===== src/rtl/reservation_station_pkg.sv =====
// reservation_station_pkg: shared widths and ALU op encodings
package reservation_station_pkg;
    localparam int RS_WIDTH_DEF  = 3;
    localparam int ROB_WIDTH_DEF = 4;
    localparam int OP_WIDTH      = 5;
    typedef enum logic [OP_WIDTH-1:0] {
        OP_ADD, OP_SUB, OP_AND, OP_OR, OP_XOR, OP_SLL, OP_SRL, OP_SRA, OP_SLT, OP_SLTU,
        OP_LUI, OP_AUIPC, OP_JAL, OP_JALR, OP_BEQ, OP_BNE, OP_BLT, OP_BGE, OP_BLTU, OP_BGEU
    } alu_op_e;
endpackage


===== src/rtl/reservation_station_select.sv =====
// rs_priority_select: lowest-index set-bit finder with found flag
module rs_priority_select #(
    parameter  int N = 8,
    localparam int W = (N > 1) ? $clog2(N) : 1
) (
    input  logic [N-1:0] req_i,
    output logic [W-1:0] idx_o,
    output logic         found_o
);
    // Scan from the top down so the lowest set bit is the last to win
    always_comb begin
        idx_o = '0;
        for (int i = N - 1; i >= 0; i--) idx_o = req_i[i] ? W'(i) : idx_o;
    end
    assign found_o = |req_i;
endmodule


===== src/rtl/reservation_station.sv =====
// reservation_station: holds ALU-bound instructions until operands resolve, issues one per cycle
module reservation_station
    import reservation_station_pkg::*;
#(
    parameter int RS_WIDTH  = RS_WIDTH_DEF,
    parameter int ROB_WIDTH = ROB_WIDTH_DEF
) (
    input  logic                 clk_in,
    input  logic                 rst_in,
    input  logic                 rdy_in,
    input  logic                 flush,
    input  logic                 inst_rdy,
    input  logic [OP_WIDTH-1:0]  inst_type,
    input  logic [31:0]          inst_data_j,
    input  logic [31:0]          inst_data_k,
    input  logic                 inst_pending_j,
    input  logic                 inst_pending_k,
    input  logic [ROB_WIDTH-1:0] inst_dependency_j,
    input  logic [ROB_WIDTH-1:0] inst_dependency_k,
    input  logic [ROB_WIDTH-1:0] inst_rob_id,
    input  logic [31:0]          inst_imm,
    output logic                 rs_full,
    input  logic                 alu_cdb_rdy,
    input  logic [ROB_WIDTH-1:0] alu_cdb_rob_id,
    input  logic [31:0]          alu_cdb_value,
    input  logic                 lsb_cdb_rdy,
    input  logic [ROB_WIDTH-1:0] lsb_cdb_rob_id,
    input  logic [31:0]          lsb_cdb_value,
    output logic                 alu_rdy,
    output logic [OP_WIDTH-1:0]  alu_type,
    output logic [31:0]          alu_op_j,
    output logic [31:0]          alu_op_k,
    output logic [31:0]          alu_imm,
    output logic [ROB_WIDTH-1:0] alu_rob_id
);
    localparam int N = 1 << RS_WIDTH;

    typedef struct packed {
        logic [OP_WIDTH-1:0]  op;
        logic [31:0]          dj;
        logic [31:0]          dk;
        logic                 pj;
        logic                 pk;
        logic [ROB_WIDTH-1:0] qj;
        logic [ROB_WIDTH-1:0] qk;
        logic [ROB_WIDTH-1:0] rob;
        logic [31:0]          imm;
    } entry_t;

    typedef struct packed {
        logic                 rdy;
        logic [ROB_WIDTH-1:0] id;
        logic [31:0]          val;
    } cdb_t;

    entry_t               ent_q [N];
    entry_t               ent_d [N];
    entry_t               new_ent;
    logic [N-1:0]         valid_q, valid_d, ready;
    logic [RS_WIDTH-1:0]  iss_idx, ins_idx;
    logic                 iss_found, ins_found;
    logic                 alu_rdy_q, alu_rdy_d;
    logic [OP_WIDTH-1:0]  alu_type_q, alu_type_d;
    logic [31:0]          alu_op_j_q, alu_op_j_d, alu_op_k_q, alu_op_k_d, alu_imm_q, alu_imm_d;
    logic [ROB_WIDTH-1:0] alu_rob_id_q, alu_rob_id_d;
    cdb_t                 alu_cdb, lsb_cdb;

    assign alu_cdb = '{alu_cdb_rdy, alu_cdb_rob_id, alu_cdb_value};
    assign lsb_cdb = '{lsb_cdb_rdy, lsb_cdb_rob_id, lsb_cdb_value};

    // Returns {pending, data}; the ALU bus wins when both buses carry the awaited id
    function automatic logic [32:0] snoop(input logic p, input logic [ROB_WIDTH-1:0] q,
                                          input logic [31:0] d, input cdb_t a, input cdb_t l);
        return !p ? {1'b0, d} :
               (a.rdy && a.id == q) ? {1'b0, a.val} :
               (l.rdy && l.id == q) ? {1'b0, l.val} : {1'b1, d};
    endfunction

    // An entry may issue once valid with both operands already captured
    always_comb begin
        for (int i = 0; i < N; i++) ready[i] = valid_q[i] & ~ent_q[i].pj & ~ent_q[i].pk;
    end

    rs_priority_select #(.N(N)) u_issue_sel (
        .req_i   (ready),
        .idx_o   (iss_idx),
        .found_o (iss_found)
    );

    rs_priority_select #(.N(N)) u_free_sel (
        .req_i   (~valid_q),
        .idx_o   (ins_idx),
        .found_o (ins_found)
    );

    assign rs_full = &valid_q | ($onehot(~valid_q) & inst_rdy);

    // Next state: flush wins; otherwise wakeup, issue and insert touch disjoint entries
    always_comb begin
        valid_d      = valid_q;
        ent_d        = ent_q;
        alu_rdy_d    = 1'b0;
        alu_type_d   = alu_type_q;
        alu_op_j_d   = alu_op_j_q;
        alu_op_k_d   = alu_op_k_q;
        alu_imm_d    = alu_imm_q;
        alu_rob_id_d = alu_rob_id_q;
        new_ent      = '{inst_type, inst_data_j, inst_data_k, inst_pending_j, inst_pending_k,
                         inst_dependency_j, inst_dependency_k, inst_rob_id, inst_imm};
        {new_ent.pj, new_ent.dj} = snoop(inst_pending_j, inst_dependency_j, inst_data_j, alu_cdb, lsb_cdb);
        {new_ent.pk, new_ent.dk} = snoop(inst_pending_k, inst_dependency_k, inst_data_k, alu_cdb, lsb_cdb);
        if (flush) begin
            valid_d = '0;
        end else begin
            for (int i = 0; i < N; i++) begin
                if (valid_q[i]) begin
                    {ent_d[i].pj, ent_d[i].dj} = snoop(ent_q[i].pj, ent_q[i].qj, ent_q[i].dj, alu_cdb, lsb_cdb);
                    {ent_d[i].pk, ent_d[i].dk} = snoop(ent_q[i].pk, ent_q[i].qk, ent_q[i].dk, alu_cdb, lsb_cdb);
                end
            end
            if (iss_found) begin
                alu_rdy_d         = 1'b1;
                alu_type_d        = ent_q[iss_idx].op;
                alu_op_j_d        = ent_q[iss_idx].dj;
                alu_op_k_d        = ent_q[iss_idx].dk;
                alu_imm_d         = ent_q[iss_idx].imm;
                alu_rob_id_d      = ent_q[iss_idx].rob;
                valid_d[iss_idx]  = 1'b0;
            end
            if (inst_rdy && ins_found) begin
                valid_d[ins_idx] = 1'b1;
                ent_d[ins_idx]   = new_ent;
            end
        end
    end

    // State registers; rdy_in low freezes everything except reset
    always_ff @(posedge clk_in) begin
        if (rst_in) begin
            valid_q      <= '0;
            for (int i = 0; i < N; i++) ent_q[i] <= '0;
            alu_rdy_q    <= 1'b0;
            alu_type_q   <= '0;
            alu_op_j_q   <= '0;
            alu_op_k_q   <= '0;
            alu_imm_q    <= '0;
            alu_rob_id_q <= '0;
        end else if (rdy_in) begin
            valid_q      <= valid_d;
            for (int i = 0; i < N; i++) ent_q[i] <= ent_d[i];
            alu_rdy_q    <= alu_rdy_d;
            alu_type_q   <= alu_type_d;
            alu_op_j_q   <= alu_op_j_d;
            alu_op_k_q   <= alu_op_k_d;
            alu_imm_q    <= alu_imm_d;
            alu_rob_id_q <= alu_rob_id_d;
        end
    end

    assign alu_rdy    = alu_rdy_q;
    assign alu_type   = alu_type_q;
    assign alu_op_j   = alu_op_j_q;
    assign alu_op_k   = alu_op_k_q;
    assign alu_imm    = alu_imm_q;
    assign alu_rob_id = alu_rob_id_q;
endmodule


===== config.mk =====
export PLATFORM = sky130hd
export DESIGN_NAME = reservation_station
export DESIGN_NICKNAME = d
export VERILOG_FILES = /design/src/rtl/reservation_station_pkg.sv /design/src/rtl/reservation_station_select.sv /design/src/rtl/reservation_station.sv
export SDC_FILE = /design/constraint.sdc
export NUM_CORES = 2
export LEC_CHECK = 0
export BUFFER_PORTS_ARGS = -buffer_cell sky130_fd_sc_hd__buf_2
export CORE_UTILIZATION = 30
export CTS_CLUSTER_DIAMETER = 100
export DETAILED_ROUTE_END_ITERATION = 8
export PLACE_DENSITY_LB_ADDON = 0.05
export RECOVER_POWER = 25
export SYNTH_ARGS = -nofsm -noshare
export SYNTH_HDL_FRONTEND = slang
export SYNTH_SLANG_ARGS = --single-unit

===== constraint.sdc =====
create_clock -name clk_in -period 4 [get_ports clk_in]
set_input_delay 0.4 -clock clk_in [delete_from_list [all_inputs] [get_ports clk_in]]
set_output_delay 0.4 -clock clk_in [all_outputs]
set_load 0.02 [all_outputs]

==> reports/qor.yml <==
outcome:
  outcome: "finished with violations"
  violations: "capacitance limit, slew limit, setup timing"
die:
  die_area_sq_mm: 0.185
  core_region_area_sq_mm: 0.182
  die_y_microns: 430
  die_w_microns: 430
  ioPinCount: 301
  rows: 156
  initial_utilization_pct: 30.3
logic_synthesis:
  synthTopCellsByArea: "dfxtp_1, nand2_1, a21oi_1"
  synthCells: 6991
  synth_nets: 7193
  yosysSeqAreaShare_pct: 37.6
  ys_ff_latch: 1034
  yosysTopAreaCell: "dfxtp_1"
  synthArstFlopShare_pct: 0
  synth_ff_type: "dfxtp_1"
  synth.avg_cell_area_sq_um: 7.88
  ys_warn_count: 0
  synth_cell_types: 82
  synth_edf_count: 0
  yosys.area.top_type_share_pct: 37.6
  syn_area_sq_mm: 0.0551
timing:
  post-route-period-util_pct: 117
  worstMarginPinSlew_ns: 2.20
  skew_ns: 0.0327
  rsz0062_at_grt: "yes"
  timing.fmax_ghz: 0.214
  setup_viol: 56
  hold_viol_final: 0
  min_period_ns: 4.67
  hold_slack_ns: 0.0500
  slew_headroom_pct: -46.8
  slew_violations: 118
  timing.final.ws_setup_ns: -0.670
placed_design:
  hpwlAfterDp_microns: 175000
  io_buffer_count: 300
  place.gp.congestion: 0.858
  dp.cells: 9082
hold_path:
  hold_class: "input port to register"
  holdPathStages: 4
drt:
  wirelength_microns: 303000
  dr.pass1.iters: 6
  first_iter_violations: 5490
  vias: 56300
  viasPerCell: 6.01
  drc: 0
  wl_per_cell_microns: 32.4
  ant_nets: 0
power:
  cellLeakagePower_uw: 0.0219
  p_per_area_mw_per_mm2: 388
  irDropWorstVdd_v: 0.000348
cts:
  htree_levels: 4
  clk-insertion-delay-late_ns: 0.80
  clkSlewWorstSetupHoldPaths_ns: 0.06
  cts_made_buffers: 134
  cts_tree: "built"
  clock_path_buffers: 3
  clkSinkCount: 1034
  root_buffer: "clkbuf_16"
global_route:
  grt_pass1_vias: 54200
  antenna_found_initial: 31
  grt_start_max_net_pins: 192
  track_usage_pct: 31.7
  grt_pass1_wl_microns: 425000
  grt.overflow.total: 0
cells_and_area:
  utilization_pct: 35.1
  layout_common_cells: "nand2_1, dfxtp_1, a21oi_1"
  area_growth_pct: 15.6
  final_common_cell: "nand2_1"
  final_cells: 9366
  drive_gt1_share_pct: 13.2
  final_net_count: 7103
critical_path:
  cp_data_arrival_time_ns: 4.27
  cp-start-kind: "register"
  required_ns: 3.60
  crit_type: "register to output pin"
  cp-end-kind: "output pin"
  r2r_setup_slack_ns: 0.07
  critical_path.max_fanout: 2
  worstRegToRegCells: 6
run:
  drv_cap: 3
## area by class of cell
| cell class | instances | area [sq um] |
|---|---|---|
| Clock buffer | 199 | 4010 |
| Inverter | 43 | 164 |
| Tap cell | 2370 | 2970 |
| Antenna cell | 8 | 20.0 |
| Multi-Input combinational cell | 5094 | 31200 |
| Clock inverter | 24 | 256 |
| Sequential cell | 1034 | 20700 |
| Fill cell | 19100 | 118000 |
| Timing Repair Buffer | 594 | 4400 |
## what timing repair did
item | 4_1_cts | 5_1_grt
gates resized for setup | 16 | 1
hold buffers | 52 | 0
endpoints found under the hold margin | 402 | 0
pin swaps | 5 | 3
endpoints found under the setup margin | 1 | 1
buffers inserted | 0 | 1
## report_power, final
group / total, uW / switching (uW) / internal (uW)
Combinational: 2070 / 1480 / 590
Sequential: 10400 / 56.5 / 10400
Clock: 12200 / 5090 / 7080
Total: 24700 / 6630 / 18100
## registers in the layout, summed over array words and instances, names as in the netlist
register	count
alu_imm	32
alu_op_j	32
alu_rob_id	4
alu_rdy	1
alu_op_k	32
valid_q	8
alu_type	5
ent_q	920
## cells in the mapped netlist (all sizes together) (99+ instances only)
cell / number
mux2: 192
nand3: 140
a21oi: 797
clkbuf: 562
nor2: 645
a22oi: 127
nor3: 99
a221oi: 395
buf: 258
o21ai: 213
nand2: 1217
dfxtp: 1034
a211oi: 125
mux2i: 337
## critical path, cell delays in order, from the launching register on
cell       delay [ns]
dfxtp_2          0.33
inv_2            0.04
fa_1             0.55
inv_2            0.04
fa_1             0.51
inv_2            0.05
fa_1             0.55
ha_4             0.16
inv_2            0.04
fa_2             0.36
a2111oi_4        0.20
a21oi_1          0.07
nand4b_1         0.25
o21ai_4          0.17
buf_6            0.17
## cell families (layout without fill, tap and decap cells)
| family | after synthesis | in the layout | share of synthesized area, % |
|---|---|---|---|
| AND/OR/NAND/NOR | 2297 | 2297 | 17.4 |
| XOR/XNOR | 141 | 141 | 2.26 |
| flip-flops | 1034 | 1034 | 37.6 |
| AO/OA/AOI/OAI | 2119 | 2119 | 25.8 |
| other | 0 | 8 | 0 |
| adder cells (fa/ha/maj) | 8 | 8 | 0.236 |
| multiplexers | 529 | 529 | 10.1 |
| buffers and inverters | 863 | 860 | 6.70 |
## path summary, 6_finish.rpt
path,start,to
worst max register to register,valid_q[2],ent_q[500]
worst min register to register,ent_q[19],ent_q[19]
worst min-delay path,inst_dependency_k[1],ent_q[267]
worst max-delay path,valid_q[3],rs_full
## stage by stage
stage / setup TNS (ns) / instance area (sq um) / total power (uW) / setup WS [ns]
after floorplan: 0 / 55100 / 11800 / 0.0374
after global placement: -0.280 / 59000 / 12700 / -0.280
after detailed placement: -0.246 / 59100 / 12700 / -0.246
after CTS: -0.690 / 63900 / 24900 / -0.690
after global routing: -16.92 / 63700 / 25400 / -0.770
final: -11.10 / 63700 / 24700 / -0.670
## per-layer routing
layer	global-route usage, %	share of wire [%]	up-vias	wire length [microns]
met5	0	0.026	-	79
met4	15.9	5.3	14	16100
met3	4.90	6.6	691	19900
met2	50.7	46	2562	139000
met1	41.2	42	28100	128000
li1	-	-	24900	-
No activity file was read; power rests on OpenSTA's default activity.
